<file path="src/rtl/mpmem_wr_sched.sv">
// -----------------------------------------------------------------------------
// mpmem_wr_sched
//
// Write scheduler that funnels NUM_REQ write requesters onto the three write
// ports of a multi-port memory, and sequences a memory initialisation.
//
// Each cycle the requesters are scanned round-robin, starting at a rotation
// pointer. A requester is granted if fewer than three grants have been issued
// so far this cycle and its address differs from every address already granted
// this cycle. The k-th grant (k = 0..2) drives write port k one cycle later.
//
// Handshake: requester i transfers on a clk edge where req_vld[i] & req_rdy[i].
//   Requesters hold req_vld/addr/data stable until req_rdy. req_rdy is
//   combinational, never depends on itself, and is all-zero unless the block
//   is idle, the memory is not busy, no init is requested and rst is low.
//
// Init sequence: IDLE --init_req--> INIT_ISSUE (init=1 for that one cycle)
//   --> WAIT_HI --busy_w=1--> WAIT_LO --busy_w=0--> IDLE (init_done pulse).
//
// Ports
//   clk, rst              clock; synchronous active-high reset
//   req_vld/addr/data     per-requester write request (requester i at
//                         bits [i*AW +: AW] / [i*W +: W])
//   req_rdy               per-requester accept (combinational)
//   wen0..2/waddr0..2/wdata0..2
//                         registered memory write ports
//   init_req              init request level, only looked at in IDLE
//   init                  registered init strobe to the memory
//   busy_w                memory busy
//   init_done             registered one-cycle pulse at the end of init
//   dbg_state             FSM state: 0 IDLE, 1 INIT_ISSUE, 2 WAIT_HI, 3 WAIT_LO
//   dbg_ptr               round-robin rotation pointer
// -----------------------------------------------------------------------------
module mpmem_wr_sched #(
  parameter int NUM_REQ = 4,
  parameter int AW      = 12,
  parameter int W       = 32,
  localparam int PW     = (NUM_REQ > 1) ? $clog2(NUM_REQ) : 1
) (
  input  logic                  clk,
  input  logic                  rst,
  input  logic [NUM_REQ-1:0]    req_vld,
  input  logic [NUM_REQ*AW-1:0] req_addr,
  input  logic [NUM_REQ*W-1:0]  req_data,
  output logic [NUM_REQ-1:0]    req_rdy,
  output logic                  wen0,
  output logic                  wen1,
  output logic                  wen2,
  output logic [AW-1:0]         waddr0,
  output logic [AW-1:0]         waddr1,
  output logic [AW-1:0]         waddr2,
  output logic [W-1:0]          wdata0,
  output logic [W-1:0]          wdata1,
  output logic [W-1:0]          wdata2,
  input  logic                  init_req,
  output logic                  init,
  input  logic                  busy_w,
  output logic                  init_done,
  output logic [1:0]            dbg_state,
  output logic [PW-1:0]         dbg_ptr
);

  typedef enum logic [1:0] {
    IDLE       = 2'd0,
    INIT_ISSUE = 2'd1,
    WAIT_HI    = 2'd2,
    WAIT_LO    = 2'd3
  } state_t;

  // ---------------------------------------------------------------------------
  // Registers
  // ---------------------------------------------------------------------------
  state_t          r_state;
  logic [PW-1:0]   r_ptr;
  logic [2:0]      r_wen;
  logic [AW-1:0]   r_waddr [3];
  logic [W-1:0]    r_wdata [3];
  logic            r_init;
  logic            r_init_done;

  // ---------------------------------------------------------------------------
  // Combinational signals
  // ---------------------------------------------------------------------------
  state_t          w_next_state;
  logic            w_eligible;
  logic [AW-1:0]   w_addr [NUM_REQ];
  logic [W-1:0]    w_data [NUM_REQ];
  logic [NUM_REQ-1:0] w_rdy;
  logic [2:0]      w_gvld;
  logic [AW-1:0]   w_gaddr [3];
  logic [W-1:0]    w_gdata [3];
  logic [PW-1:0]   w_last;
  logic [PW-1:0]   w_ptr_nxt;

  for (genvar gi = 0; gi < NUM_REQ; gi++) begin : g_unpack
    assign w_addr[gi] = req_addr[gi*AW +: AW];
    assign w_data[gi] = req_data[gi*W +: W];
  end

  // Grants only while idle and quiet; rst is included so nothing is accepted
  // in a cycle whose write would be discarded anyway.
  assign w_eligible = (r_state == IDLE) && !busy_w && !init_req && !rst;

  // ---------------------------------------------------------------------------
  // Round-robin scan with per-cycle address de-duplication.
  // cnt counts grants issued so far and doubles as the target port index.
  // ---------------------------------------------------------------------------
  always_comb begin
    logic [1:0]    cnt;
    logic [PW:0]   sum;
    logic [PW-1:0] idx;
    logic          clash;
    w_rdy  = '0;
    w_gvld = '0;
    w_last = '0;
    for (int j = 0; j < 3; j++) begin
      w_gaddr[j] = '0;
      w_gdata[j] = '0;
    end
    cnt   = 2'd0;
    sum   = '0;
    idx   = '0;
    clash = 1'b0;
    if (w_eligible) begin
      for (int k = 0; k < NUM_REQ; k++) begin
        // (ptr + k) mod NUM_REQ; one extra bit holds the wrap without overflow.
        sum = {1'b0, r_ptr} + (PW+1)'(k);
        if (sum >= (PW+1)'(NUM_REQ)) begin
          sum = sum - (PW+1)'(NUM_REQ);
        end
        idx   = sum[PW-1:0];
        clash = 1'b0;
        for (int j = 0; j < 3; j++) begin
          if (w_gvld[j] && (w_gaddr[j] == w_addr[idx])) begin
            clash = 1'b1;
          end
        end
        if (req_vld[idx] && (cnt != 2'd3) && !clash) begin
          w_rdy[idx]   = 1'b1;
          w_gvld[cnt]  = 1'b1;
          w_gaddr[cnt] = w_addr[idx];
          w_gdata[cnt] = w_data[idx];
          w_last       = idx;
          cnt          = cnt + 2'd1;
        end
      end
    end
  end

  // Pointer moves to just past the last requester granted this cycle.
  always_comb begin
    logic [PW:0] nxt;
    nxt = {1'b0, w_last} + (PW+1)'(1);
    if (nxt >= (PW+1)'(NUM_REQ)) begin
      nxt = '0;
    end
    w_ptr_nxt = nxt[PW-1:0];
  end

  // ---------------------------------------------------------------------------
  // FSM next state
  // ---------------------------------------------------------------------------
  always_comb begin
    w_next_state = r_state;
    case (r_state)
      IDLE:       if (init_req) w_next_state = INIT_ISSUE;
      INIT_ISSUE: w_next_state = WAIT_HI;
      WAIT_HI:    if (busy_w)   w_next_state = WAIT_LO;
      WAIT_LO:    if (!busy_w)  w_next_state = IDLE;
      default:    w_next_state = IDLE;
    endcase
  end

  // ---------------------------------------------------------------------------
  // State and output registers
  // ---------------------------------------------------------------------------
  always_ff @(posedge clk) begin
    if (rst) begin
      r_state     <= IDLE;
      r_ptr       <= '0;
      r_wen       <= '0;
      r_init      <= 1'b0;
      r_init_done <= 1'b0;
      for (int j = 0; j < 3; j++) begin
        r_waddr[j] <= '0;
        r_wdata[j] <= '0;
      end
    end else begin
      r_state     <= w_next_state;
      // init is high exactly while the FSM sits in INIT_ISSUE.
      r_init      <= (w_next_state == INIT_ISSUE);
      r_init_done <= (r_state == WAIT_LO) && !busy_w;
      r_wen       <= w_gvld;
      // Ungranted ports keep their last address/data.
      for (int j = 0; j < 3; j++) begin
        if (w_gvld[j]) begin
          r_waddr[j] <= w_gaddr[j];
          r_wdata[j] <= w_gdata[j];
        end
      end
      if (|w_gvld) begin
        r_ptr <= w_ptr_nxt;
      end
    end
  end

  // ---------------------------------------------------------------------------
  // Outputs
  // ---------------------------------------------------------------------------
  assign req_rdy   = w_rdy;
  assign wen0      = r_wen[0];
  assign wen1      = r_wen[1];
  assign wen2      = r_wen[2];
  assign waddr0    = r_waddr[0];
  assign waddr1    = r_waddr[1];
  assign waddr2    = r_waddr[2];
  assign wdata0    = r_wdata[0];
  assign wdata1    = r_wdata[1];
  assign wdata2    = r_wdata[2];
  assign init      = r_init;
  assign init_done = r_init_done;
  assign dbg_state = r_state;
  assign dbg_ptr   = r_ptr;

endmodule

</file>
<file path="config.mk">
export PLATFORM = sky130hd
export DESIGN_NAME = mpmem_wr_sched
export DESIGN_NICKNAME = d
export VERILOG_FILES = /design/src/rtl/mpmem_wr_sched.sv
export SDC_FILE = /design/constraint.sdc
export NUM_CORES = 1
export LEC_CHECK = 0
export ABC_AREA = 0
export CAP_MARGIN = 25
export CORE_MARGIN = 4
export CORE_UTILIZATION = 40
export CTS_BUF_LIST = sky130_fd_sc_hd__clkbuf_4
export DETAILED_ROUTE_END_ITERATION = 10
export PLACE_DENSITY = 0.75
export SETUP_SLACK_MARGIN = 0.1
export SLEW_MARGIN = 5
export SYNTH_ARGS = -nofsm -noshare
export SYNTH_HDL_FRONTEND = slang
export SYNTH_SLANG_ARGS = --single-unit
</file>
<file path="constraint.sdc">
create_clock -name clk -period 10.9 [get_ports clk]
set_input_delay 1.09 -clock clk [delete_from_list [all_inputs] [get_ports clk]]
set_output_delay 1.09 -clock clk [all_outputs]
set_load 0.01 [all_outputs]
</file>
# --- After elaboration in Yosys (flattened, before gate mapping) ---
# Memory sizes are Yosys's and may differ from the RTL's.
# Cells that the tools add are included.
op_classes:
  eq_ne: 14
  n_lt_le_gt_ge: 29
  bitwise_logic: 19
  n_reduce_logical: 35
  n_mux: 147
  n_addsub: 10
op_table:
  columns: ["operator", "n"]
  rows:
  - ["2-to-1 mux 96 bit", 6]
  - ["2-to-1 mux 32 bit", 16]
  - ["bitwise mux 96 bit", 3]
  - ["binary-select mux 32 bit (select 2 bit)", 4]
  - ["2-to-1 mux 36 bit", 6]
  - ["demux 32 bit (select 2 bit)", 3]
  - ["2-to-1 mux 12 bit", 16]
  - ["bitwise mux 36 bit", 3]
  - ["binary-select mux 12 bit (select 2 bit)", 4]
  - ["equality test 12 bit", 7]
  - ["demux 12 bit (select 2 bit)", 3]
  - ["2-to-1 mux 2 bit", 22]
  - ["2-to-1 mux 1 bit", 35]
  - ["greater-or-equal comparator 3 bit (second input constant)", 11]
  - ["2-to-1 mux 4 bit", 8]
  - ["logical AND 1 bit", 27]
  - ["< comparator 2 x 3 -> 1 bit (second input constant)", 7]
  - ["inverter 2 -> 3 bit", 7]
  - ["2-to-1 mux 3 bit", 6]
  - ["demux 1 bit (select 2 bit)", 7]
  - ["greater-or-equal comparator 2 x 1 -> 1 bit (second input constant)", 7]
  - ["bitwise OR 4 bit", 3]
  - ["< comparator 3 x 1 -> 1 bit (second input constant)", 3]
  - ["binary-select mux 1 bit (select 2 bit)", 4]
  - ["15 further kinds", 36]
word_totals:
  out_inout_bits: 145
  in_bits: 184
  register_bits: 9
  ram_bits: 132
  word_cells: 261
  mem_count: 2
mem_list:
  columns: ["memory", "depth", "word_bits", "rd", "rd_ports_with_merged_regs", "wr", "line", "rtl"]
  rows:
  - ["r_wdata", 3, 32, 3, 0, 3, "77", "logic [W-1:0] r_wdata [3];"]
  - ["r_waddr", 3, 12, 3, 0, 3, "76", "logic [AW-1:0] r_waddr [3];"]

# --- Depth between registers and ports, before layout ---
depth:
  ltp_word: 43
  mapped_depth: 31
  ltp_nobuf: 22

# --- Worst setup path after synthesis ---
# No wires, ideal clock.
synth_path:
  kind: "reg-to-reg"
  from: "reg r_ptr[1] (netlist: dbg_ptr[1])"
  to: "mem r_waddr[1][0] (netlist: r_waddr[0][12]) (enable)"
  slack_ns: 3.900
  required_time_ns: 10.518
  path_buffers: 6
  t_arrival_ns: 6.618
  synth_period_minus_slack_ns: 7.000
  path_stages_with_launch: 29
  cell_sequence: "dfxtp_1 -> clkinv_1 -> clkbuf_1 -> buf_1 -> ha_1 -> buf_4 -> mux4_2 -> xnor2_1 -> nand4_1 -> and3_1 -> o21ai_4 -> inv_2 -> ha_1 -> o21ai_0 -> or4_1 -> nor3_1 -> mux2_1 -> o221ai_2 -> and3_1 -> and2_1 -> buf_2 -> a221oi_2 -> o31ai_1 -> a31oi_2 -> buf_4 -> nand3_1 -> buf_4 -> a21oi_1 -> or2_2"
synth_lines:
  columns: ["element", "line", "rtl"]
  rows:
  - ["start, declared", "74", "logic [PW-1:0] r_ptr;"]
  - ["start signal, assigned", "202", "r_ptr <= w_ptr_nxt;"]
  - ["end, declared", "76", null]

# --- Final worst setup path ---
layout_path:
  from: "reg r_ptr[0] (netlist: dbg_ptr[0])"
  to: "out req_rdy[0]"
layout_between:
  elab_chain_len: 37
  word_cells_on_any_way: 156
layout_rtl:
  columns: ["element", "line", "rtl"]
  rows:
  - ["parallel branches: the longest is 35 deep, another holds adder 2 x 1 -> 3 bit", null, null]
  - ["2-to-1 mux 4 bit *", "138", "if (req_vld[idx] && (cnt != 2'd3) && !clash) begin"]
  - ["2-to-1 mux 4 bit *", "124", "if (w_eligible) begin"]
  - ["end, declared", "45", "output logic [NUM_REQ-1:0] req_rdy,"]
# Mark *: on every way between the ends. The select of a mux whose other input is x is not followed.

==> reports/qor.log <==
[drt] mean routed wirelength per cell 26.6 um
[clock_tree] Clock Root Buffer clkbuf_4
[timing] actual slew at the worst max-slew pin 1.02 ns
[clock_tree] clock slew seen by the registers of the worst setup and hold paths 0.16 ns
[worst_setup_path] Worst EP required 9.81 ns
[timing] setup slack after layout 1.41 ns
[power_and_ir_drop] power per standard cell area 109 mW/mm^2
[layout] post-route insts no fill 2170
[floorplan] I/O pin count 329
[timing] total negative slack 0 ns
[clock_tree] number of buffers created by CTS 17
[global_route] maximum number of pins on one net before global-route repair 82
[synth] Syn. warnings 0
[synth] number of different library cells in the post-synthesis netlist 88
[synth] synthesized netlist cell count 1464
[worst_setup_path] Setup crit end kind output port
[worst_setup_path] CP cell instances inv_1, ha_4, mux4_2, xnor2_1, nand4_1, and3_1, o21ai_4, inv_2, ha_1, o21ai_0, or4_1, nor3_1, mux2_1, o221ai_2, buf_4, nand2_4, a31oi_1, o22a_1, o221a_2, a31oi_2, nand2_1, a21oi_1, clkdlybuf4s50_1
[worst_setup_path] CP Max Fanout 50
[worst_setup_path] cell with the largest stage delay on the worst path dfxtp_4
[timing] number of pins exceeding their max-slew limit in the final report 0
[global_route] overflow left after global routing 0
[global_route] vias in the first global route 13905
[worst_setup_path] Critical Setup Path Class flip-flop to output port
[layout] fraction of final layout cells sized beyond drive strength 1 14.2%
[global_route] first-pass GRT wire length 85900 um
[worst_setup_path] dominant delay contributor by cell family on the critical path compound AO/OA/AOI/OAI gates
[synth] Avg Synthesized Cell Area 9.82 um^2
[clock_tree] clock network latency to the later pin of the worst-skew pair 0.64 ns
[clock_tree] worst-case clock buffer depth 2
[clock_tree] total setup buffers inserted after CTS 0
[clock_tree] CTS tree yes
[timing] Rel. slew slack 31.7%
[synth] Synth Cell Area 0.0144 mm^2
[layout] P&R area growth vs syn 26.1%
[placed_design] worst slack at placement 2.03 ns
[job] max-cap violation count 0
[timing] Post-Route Hold Slack 0.545 ns
[clock_tree] CTS H-Tree Depth 4
[synth] number of flip-flops and latches in the synthesized netlist 141
[placed_design] total placed cells including tap cells 2133
[floorplan] placeable core area 0.0355 mm^2
[drt] total DRC errors in the routed layout 0
[floorplan] die outline width 198 um
[drt] routed via count 14258
[synth] share of synthesized registers carrying an async set or reset 0%
[power_and_ir_drop] VDD IR-drop max 61.1 uV
[floorplan] Cell Rows 69
[drt] number of iterations in the first detailed-routing pass 8
[clock_tree] post-cts repair resize count 0
[timing] largest clock skew in the final design 0.0431 ns
[timing] part of the cycle the worst path needs 87.1%
[worst_setup_path] startpoint kind of the worst setup timing path flip-flop
[global_route] GRT Resource Usage Total 28.5%
[synth] main flop type after synthesis edfxtp_1
[timing] final setup fails 0
[placed_design] detailed-placement wirelength estimate 40900 um
[status] outcome finished clean
[min_path] path category of the worst min-delay check flip-flop to flip-flop
[power_and_ir_drop] leakage dissipation 5.82 nW
[timing] final hold vios 0
[drt] total wire length 57700 um
[synth] sequential fraction of the synthesis area 28.8%
[power_and_ir_drop] Overall Power 0.00198 W
[floorplan] Total Die Area 0.0391 mm^2
[clock_tree] total of hold buffers inserted after clock tree synthesis 0
[synth] net count of the mapped netlist 1654
[floorplan] height of the chip 198 um
[timing] setup repair after global routing missed its margin no
[worst_setup_path] worst-case register-to-register setup slack 2.10 ns
[timing] highest clock frequency the design can meet 0.105 GHz
[placed_design] count of buffers from port buffering 328
[timing] final critical delay including setup and external delays 9.49 ns
[layout] number of nets at the end of the flow 1881
[floorplan] starting utilization of the core area 40.5%
[drt] initial drt markers 1669
[synth] number of flops mapped to enable cells by yosys 132
[worst_setup_path] maximum cell stage delay along the critical path 0.82 ns
[global_route] number of antenna violations at the first check in global routing 5
[clock_tree] number of clock sinks 141
[drt] ANT nets after route 0
[worst_setup_path] Critical path buffers and inverters 4
[placed_design] final weighted congestion of routability-driven global placement 0.987
[drt] vias per std cell 6.57
[worst_setup_path] crit path DAT 8.40 ns
state kept, by name, summed over array words and instances, names as in the netlist:
register and count:
dbg_ptr 2, dbg_state 2, init 1, init_done 1, r_waddr 36, r_wdata 96
r_wen 3
synth_stat cells, types with 9 or more instances:
master	instances	area, um^2
a311oi_1	38	333
o221ai_1	38	333
nand4_1	11	68.8
nand2b_1	13	81.3
mux2_2	38	428
a211oi_1	14	105
buf_1	23	86.3
edfxtp_1	132	3960
inv_1	31	116
clkbuf_1	73	274
a21oi_1	65	325
xor2_1	12	105
o21ai_0	83	415
dfxtp_1	9	180
o22ai_1	34	213
nor2b_1	38	238
nand3_1	72	360
mux2i_1	125	1250
buf_4	10	75.1
xnor2_1	25	219
mux4_2	113	2540
nand2_1	135	507
a31oi_1	12	75.1
buf_2	32	160
nor2_1	116	435
or3b_1	31	272
per-layer routing:
| metal | vias up | share of wire (%) | wire [um] | GRT usage (%) |
|---|---|---|---|---|
| li1 | 6201 | - | - | - |
| met1 | 7022 | 40 | 23300 | 38.8 |
| met2 | 904 | 46 | 26500 | 44.5 |
| met3 | 131 | 10 | 5910 | 7.33 |
| met4 | 0 | 3.4 | 1950 | 9.41 |
| met5 | - | 0 | 0 | 0 |
through the flow:
step | util, % | area (um^2)
final | 51.1 | 18100
after global routing | 51.1 | 18100
after CTS | 51.1 | 18100
after detailed placement | 50.3 | 17900
after global placement | 50.3 | 17900
after floorplan | - | 14400
cell families after synthesis:
group,share of synthesized area [%]
AO/OA/AOI/OAI,17.3
XOR/XNOR,2.25
flip-flops,28.8
multiplexers,29.5
buffers and inverters,5.71
AND/OR/NAND/NOR,15.9
adder cells (fa/ha/maj),0.522
worst paths after layout:
kind,start,endpoint,cells after the start
worst max-delay path,dbg_ptr[0]$_SDFFE_PP0P_,req_rdy[0],23
worst max register to register,dbg_ptr[0]$_SDFFE_PP0P_,r_wdata[0][67]$_SDFFCE_PN0P_,24
worst min register to register,dbg_state[1]$_SDFF_PP0_,init_done$_SDFF_PP0_,1
worst min-delay path,dbg_state[1]$_SDFF_PP0_,init_done$_SDFF_PP0_,1
power breakdown:
part	total, W	switching, W	internal [W]
logic	0.000965	0.000566	0.000399
clock network	0.000361	0.000224	0.000138
registers	0.000652	0.0000221	0.000629
cell usage in the layout, fill, tap and decap left out, drive strengths merged, types with 11 or more instances in the layout:
master,n
o221ai,39
o22ai,34
nand4,11
or3b,32
nor2,117
mux2i,125
a211oi,16
mux4,113
a31oi,14
a21oi,66
a311oi,38
nand2b,13
clkbuf,19
nand3,72
inv,36
mux2,39
xnor2,25
xor2,12
clkdlybuf4s50,328
nand2,136
o21ai,86
edfxtp,132
nor2b,39
buf,26
area by class of cell:
class	count	area, um^2
well taps	461	577
repair buffers	354	3520
clock inverters	13	123
multi-input cells	1141	9470
diodes	5	12.5
clock buffers	19	143
inverters	36	135
fillers	3238	17400
flip-flops and latches	141	4150
(Power assumes the default switching activity.)
